--- src/rtl/opcode_pkg.sv ---
// Shared opcode/state definitions for the decode stage and the ALU execution unit.
//   alu_op_t          : 3-bit ALU opcode as produced by instruction decode
//   alu_exec_state_t  : control states of alu_exec_unit
//   is_shift_op()     : true for LSL/LSR
package opcode_pkg;

  typedef enum logic [2:0] {
    ALU_ADD = 3'b000,
    ALU_SUB = 3'b001,
    ALU_AND = 3'b010,
    ALU_OR  = 3'b011,
    ALU_XOR = 3'b100,
    ALU_NOT = 3'b101,
    ALU_LSL = 3'b110,
    ALU_LSR = 3'b111
  } alu_op_t;

  typedef enum logic [1:0] {
    ST_IDLE  = 2'd0,
    ST_SHIFT = 2'd1,
    ST_DONE  = 2'd2
  } alu_exec_state_t;

  function automatic logic is_shift_op(input alu_op_t op);
    return (op == ALU_LSL) || (op == ALU_LSR);
  endfunction

endpackage

--- src/rtl/alu_flag_gen.sv ---
// Combinational condition-flag generator.
// Ports:
//   res      in  WIDTH  result value
//   carry    in  1      carry/borrow/shift-out bit
//   overflow in  1      signed overflow
//   flags    out 4      {N, Z, C, V}
module alu_flag_gen #(
  parameter int unsigned WIDTH = 8
) (
  input  logic [WIDTH-1:0] res,
  input  logic             carry,
  input  logic             overflow,
  output logic [3:0]       flags
);

  always_comb begin
    flags = {res[WIDTH-1], (res == '0), carry, overflow};
  end

endmodule

--- src/rtl/alu_exec_unit.sv ---
// ALU execution unit: accepts one opcode/operand set via valid/ready, computes an
// 8-bit result with {N,Z,C,V} flags and holds them until downstream accepts.
// Configuration macro: ALU_SERIAL_SHIFT_EN -- when defined, shifts with a non-zero
// count run one bit per cycle in the SHIFT state; otherwise a single-cycle barrel
// shifter is used and all ops share the same latency.
// Ports:
//   clk, rst_n           clock, async active-low reset
//   in_valid / in_ready  request handshake (in_ready = IDLE)
//   alu_opcode           3-bit opcode (alu_op_t encoding)
//   op_a, op_b           operands; shifts use op_b[2:0] as count
//   out_valid/out_ready  result handshake (out_valid = DONE)
//   result, flags        registered result and {N,Z,C,V}
//   busy                 state != IDLE
module alu_exec_unit
  import opcode_pkg::*;
#(
  parameter int unsigned WIDTH = 8
) (
  input  logic             clk,
  input  logic             rst_n,
  input  logic             in_valid,
  output logic             in_ready,
  input  logic [2:0]       alu_opcode,
  input  logic [WIDTH-1:0] op_a,
  input  logic [WIDTH-1:0] op_b,
  output logic             out_valid,
  input  logic             out_ready,
  output logic [WIDTH-1:0] result,
  output logic [3:0]       flags,
  output logic             busy
);

  alu_exec_state_t state_q, state_d;
  alu_op_t         op;
  logic [2:0]      shamt;
  logic [WIDTH:0]  wide;
  logic [WIDTH-1:0] calc_res;
  logic            calc_c, calc_v;
  logic [WIDTH-1:0] fl_res;
  logic            fl_c, fl_v;
  logic [3:0]      fl_flags;
  logic            load_done;

  // Single-cycle datapath, evaluated on the live inputs while IDLE.
  always_comb begin
    op       = alu_op_t'(alu_opcode);
    shamt    = op_b[2:0];
    wide     = '0;
    calc_res = '0;
    calc_c   = 1'b0;
    calc_v   = 1'b0;
    case (op)
      ALU_ADD: begin
        wide     = {1'b0, op_a} + {1'b0, op_b};
        calc_res = wide[WIDTH-1:0];
        calc_c   = wide[WIDTH];
        calc_v   = (op_a[WIDTH-1] == op_b[WIDTH-1]) && (calc_res[WIDTH-1] != op_a[WIDTH-1]);
      end
      ALU_SUB: begin
        // Bit WIDTH of the extended difference is the borrow (a < b unsigned).
        wide     = {1'b0, op_a} - {1'b0, op_b};
        calc_res = wide[WIDTH-1:0];
        calc_c   = wide[WIDTH];
        calc_v   = (op_a[WIDTH-1] != op_b[WIDTH-1]) && (calc_res[WIDTH-1] != op_a[WIDTH-1]);
      end
      ALU_AND: calc_res = op_a & op_b;
      ALU_OR:  calc_res = op_a | op_b;
      ALU_XOR: calc_res = op_a ^ op_b;
      ALU_NOT: calc_res = ~op_a;
      ALU_LSL, ALU_LSR: begin
`ifdef ALU_SERIAL_SHIFT_EN
        // Only a zero count finishes from IDLE in serial mode.
        calc_res = op_a;
`else
        // Extra bit beside the operand catches the last bit shifted out.
        if (op == ALU_LSL) begin
          wide     = {1'b0, op_a} << shamt;
          calc_res = wide[WIDTH-1:0];
          calc_c   = wide[WIDTH];
        end else begin
          wide     = {op_a, 1'b0} >> shamt;
          calc_res = wide[WIDTH:1];
          calc_c   = wide[0];
        end
`endif
      end
      default: ;
    endcase
  end

`ifdef ALU_SERIAL_SHIFT_EN
  logic [WIDTH-1:0] work_q, step_res;
  logic [2:0]       cnt_q;
  logic             lsl_q, step_c, load_shift;

  always_comb begin
    step_res = '0;
    step_c   = 1'b0;
    if (lsl_q) {step_c, step_res} = {work_q, 1'b0};
    else       {step_res, step_c} = {1'b0, work_q};
  end

  always_ff @(posedge clk or negedge rst_n) begin
    if (!rst_n) begin
      work_q <= '0;
      cnt_q  <= '0;
      lsl_q  <= 1'b0;
    end else if (load_shift) begin
      work_q <= op_a;
      cnt_q  <= shamt;
      lsl_q  <= (op == ALU_LSL);
    end else if (state_q == ST_SHIFT) begin
      work_q <= step_res;
      cnt_q  <= cnt_q - 3'd1;
    end
  end
`endif

  always_ff @(posedge clk or negedge rst_n) begin
    if (!rst_n) state_q <= ST_IDLE;
    else        state_q <= state_d;
  end

  always_comb begin
    state_d   = state_q;
    load_done = 1'b0;
    fl_res    = calc_res;
    fl_c      = calc_c;
    fl_v      = calc_v;
`ifdef ALU_SERIAL_SHIFT_EN
    load_shift = 1'b0;
`endif
    in_ready  = (state_q == ST_IDLE);
    out_valid = (state_q == ST_DONE);
    busy      = (state_q != ST_IDLE);
    case (state_q)
      ST_IDLE: begin
        if (in_valid) begin
          state_d   = ST_DONE;
          load_done = 1'b1;
`ifdef ALU_SERIAL_SHIFT_EN
          if (is_shift_op(op) && (shamt != 3'd0)) begin
            state_d    = ST_SHIFT;
            load_done  = 1'b0;
            load_shift = 1'b1;
          end
`endif
        end
      end
`ifdef ALU_SERIAL_SHIFT_EN
      ST_SHIFT: begin
        // Flags reflect the final step: C is the last bit shifted out, V stays 0.
        fl_res = step_res;
        fl_c   = step_c;
        fl_v   = 1'b0;
        if (cnt_q == 3'd1) begin
          state_d   = ST_DONE;
          load_done = 1'b1;
        end
      end
`endif
      ST_DONE: begin
        if (out_ready) state_d = ST_IDLE;
      end
      default: state_d = ST_IDLE;
    endcase
  end

  alu_flag_gen #(.WIDTH(WIDTH)) u_flag_gen (
    .res      (fl_res),
    .carry    (fl_c),
    .overflow (fl_v),
    .flags    (fl_flags)
  );

  always_ff @(posedge clk or negedge rst_n) begin
    if (!rst_n) begin
      result <= '0;
      flags  <= '0;
    end else if (load_done) begin
      result <= fl_res;
      flags  <= fl_flags;
    end
  end

endmodule

--- config.mk ---
export PLATFORM = sky130hd
export DESIGN_NAME = alu_exec_unit
export DESIGN_NICKNAME = d
export VERILOG_FILES = /design/src/rtl/opcode_pkg.sv /design/src/rtl/alu_flag_gen.sv /design/src/rtl/alu_exec_unit.sv
export SDC_FILE = /design/constraint.sdc
export NUM_CORES = 1
export LEC_CHECK = 0
export ABC_CLOCK_PERIOD_IN_PS = 1290
export CORE_UTILIZATION = 30
export CTS_BUF_LIST = sky130_fd_sc_hd__clkbuf_8
export CTS_CLUSTER_DIAMETER = 200
export CTS_CLUSTER_SIZE = 8
export DETAILED_ROUTE_END_ITERATION = 8
export GPL_TIMING_DRIVEN = 0
export PLACE_DENSITY_LB_ADDON = 0.3
export SETUP_SLACK_MARGIN = 0.4
export SYNTH_ARGS = -nofsm -noshare
export SYNTH_HDL_FRONTEND = slang
export SYNTH_SLANG_ARGS = --single-unit
--- constraint.sdc ---
create_clock -name clk -period 1.29 [get_ports clk]
set_input_delay 0.3225 -clock clk [delete_from_list [all_inputs] [get_ports clk]]
set_output_delay 0.3225 -clock clk [all_outputs]
set_load 0.01 [all_outputs]
==> metrics.md <==
| Metric | Value |
|---|---|
| Synth Cell Area | 2340 µm² |
| DR vias | 2726 |
| Max-cap viol count | 0 |
| Avg Inst Size Synth | 7.73 µm² |
| Reg power frac | 18.8% |
| CTS Buf Count | 3 |
| Min Tclk post-route | 2120 ps |
| Register-to-Register Path Depth | 7 |
| Worst-margin pin slew | 539 ps |
| Root Buffer | clkbuf_8 |
| Slew HR | 64.0% |
| Reg2reg setup slack | -220 ps |
| CTS tree | built |
| DIE AREA | 8160 µm² |
| Initial antenna violation count | 0 |
| CP Capture Type | flop |
| Synth Area in Compound Gates | 31.9% |
| Synth top area cells | ha_1 13%, dfrtp_1 13%, mux4_2 6.7% |
| Largest net degree at the start of global routing | 13 |
| Fin crit share | 165% |
| Type of the worst setup path | in -> reg |
| Die extent in x | 90.3 µm |
| VDD IR max | 0.000317 V |
| Core area | 7410 µm² |
| R2r endpoint | flags[2] |
| H-tree depth | 1 |
| Vias per std cell | 5.61 |
| Clock sinks | 12 |
| Hold/Removal Path Class | in -> async |
| Share of the synthesized area in the top cell type | 13.4% |
| Filler cells | 686 |
| Drt first pass iters | 5 |
| Port buffer count | 36 |
| Worst-path clk slew | 50 ps |
| Final slew viol count | 0 |
| Total wire length | 8.43 mm |
| Ports | 38 |
| Setup ws final | -833 ps |
| Post-Syn Instances | 303 |
| Routed length per instance | 17.3 µm |
| GP Congestion | 0.946 |
| Unrepaired setup endpoints after global routing | true |
| Grt total ovfl | 0 |
| Most frequent cells in the layout | 31 x buf_4, 29 x nand2_1, 22 x buf_6 |
| Adder-cell area share of the yosys netlist | 15.1% |
| Starting Density | 31.6% |
| P_sw | 0.00106 W |
| Initial DRC count | 250 |
| Vias in the first global route | 2694 |
| Post-synth EDFFs | 0 |
| GRT Overall Usage | 20.6% |
| Ys flop type | dfrtp_1 |
| XOR/XNOR Fraction of Synth Area | 1.50% |
| Power Dens Cells | 695 nW/µm² |
| Chip height | 90.3 µm |
| Clock Power Share | 12.6% |
| Longest Clk Path Bufs | 2 |
| Final setup viols | 14 |
| Cell accounting for the most synthesized area | ha_1 |
| Crit Reg-Reg Startpoint | state_q[1] |
| Share of cells above drive strength 1 | 47.3% |
| Hold buffer count at cts | 0 |
| Pre-CTS WS | -1910 ps |
| Area grow syn2layout | 63.7% |
| Fin. Hold Viols | 0 |
| Post-synthesis sequential area ratio | 12.8% |
| Synth async-reset ratio | 100% |
| Crit-path max FO | 5 |
| Syn_nets | 353 |
| Leak Pwr | 1.64 nW |
| Post-Synth Simple-Gate Area | 17.4% |
| Dpl cell area | 3030 µm² |
| Switch share | 39.9% |
| Worst-skew pair later-pin latency | 240 ps |
| Critical Path Source Type | input port |
| Commonest non-fill, non-tap cell in the layout | buf_4 |
| Internal power | 0.00160 W |
| Final Cell Area | 3830 µm² |
| Worst EP required | 1440 ps |
| CP arrival | 2270 ps |
| Worst Clk Skew | 1.71 ps |
| Main combinational cell family by area after synthesis | compound AO/OA/AOI/OAI gates |
| Multiplexer share of the synthesized area | 12.2% |
| Failing checks | setup timing |
| Combinational Power Share | 68.6% |
| Status | finished, violations left |
| Max Freq | 471 MHz |
| Inserted Diodes | 0 |
| DRC errors left | 0 |
| Synth cell types | 59 |
| Flops & latches, synth | 12 |
| Core Rows | 31 |
| Routed Antenna Nets | 0 |
| Global-route wire length before repair | 13.7 mm |
| Synth Warn # | 0 |
| Final #Nets | 439 |
| Dpl hpwl | 5.95 mm |
-- what timing repair did --
item | 4_1_cts | 5_1_grt
buffers inserted | 33 | 8
endpoints found under the setup margin | 27 | 27
cloned | 4 | 0
resized for setup | 224 | 27
pin swaps | 37 | 17
-- registers in the layout, summed over array words and instances (netlist names) --
register  flops
state_q       1
flags         3
result        8
-- cell type report --
type                    count  area [µm²]  area share (%)
clock buffers               3        41.3            1.08
plain buffers              20         229            5.98
inverters                  30         144            3.76
flip-flops and latches     12         300            7.84
well taps                  99         124            3.23
repair buffers             81         757            19.8
multi-input cells         241        2240            58.4
-- routing by layer --
| metal | vias up | GRT usage [%] | part of all wire [%] |
|---|---|---|---|
| li1 | 1287 | - | - |
| met3 | 10 | 2.86 | 6.4 |
| met5 | - | 0 | 0 |
| met1 | 1310 | 26.7 | 43 |
| met2 | 119 | 36.1 | 50 |
| met4 | 0 | 4.70 | 1.5 |
-- worst max-delay path, stage by stage --
cell and delay, ps:
buf_12 80, buf_12 100, inv_8 30, ha_4 270, o21bai_4 70, a211o_1 380
a2111oi_4 360, or2_1 190, o211ai_1 110, o2bb2ai_1 150, o31ai_2 210
-- cells by family after synthesis --
group                      after synthesis
buffers and inverters                   50
xor gates and xnor gates                 4
muxes                                   18
adders and majority gates               27
AOI/OAI and AO/OA                      107
DFF                                     12
and+or+nand+nor                         85
-- synth_stat cells, types with 4 or more instances --
cell	n
a31oi_1	5
ha_1	25
inv_1	27
o211ai_1	6
nor2_1	15
nor3_1	6
o21ai_0	12
a21oi_1	26
o221ai_1	8
nand2b_1	5
o22ai_1	5
mux4_2	7
nor2b_1	4
dfrtp_1	12
clkbuf_1	8
mux2i_1	9
buf_2	8
nand3_1	4
nand2_1	33
o31ai_1	7
nor4_1	5
a211oi_1	6
-- power groups by stage --
| stage | Combinational, W | Sequential, W | Clock, W |
|---|---|---|---|
| after floorplan | 0.000781 | 0.000548 | 0 |
| after global placement | 0.00131 | 0.000508 | 0 |
| after detailed placement | 0.00133 | 0.000514 | 0 |
| after CTS | 0.00168 | 0.000498 | 0.000344 |
| after global routing | 0.00195 | 0.000511 | 0.000362 |
| final | 0.00183 | 0.000500 | 0.000335 |
-- worst max path at each step --
stage               startpoint  slack [ps]        to  cells after the start
detailed placement     op_b[1]       -1910  flags[0]                     11
global placement       op_b[1]       -1860  flags[0]                     11
CTS                    op_b[1]        -800  flags[0]                     11
floorplan              op_b[1]        -800  flags[2]                     10
global route           op_b[1]        -950  flags[2]                     11
finish                 op_b[1]        -830  flags[2]                     11
-- metrics by stage --
| step | cells | power [W] | hold slack, ps | TNS, ps | util, % |
|---|---|---|---|---|---|
| after floorplan | 303 | 0.00133 | 26.9 | -5740 | - |
| final | 486 | 0.00266 | 437 | -7180 | 51.7 |
| after CTS | 478 | 0.00253 | 449 | -6600 | 49.6 |
| after detailed placement | 438 | 0.00184 | 468 | -17960 | 40.9 |
| after global placement | 438 | 0.00182 | 462 | -17520 | 40.9 |
| after global routing | 486 | 0.00282 | 467 | -8150 | 51.7 |
Note: power is estimated with default switching activity, not from simulation.
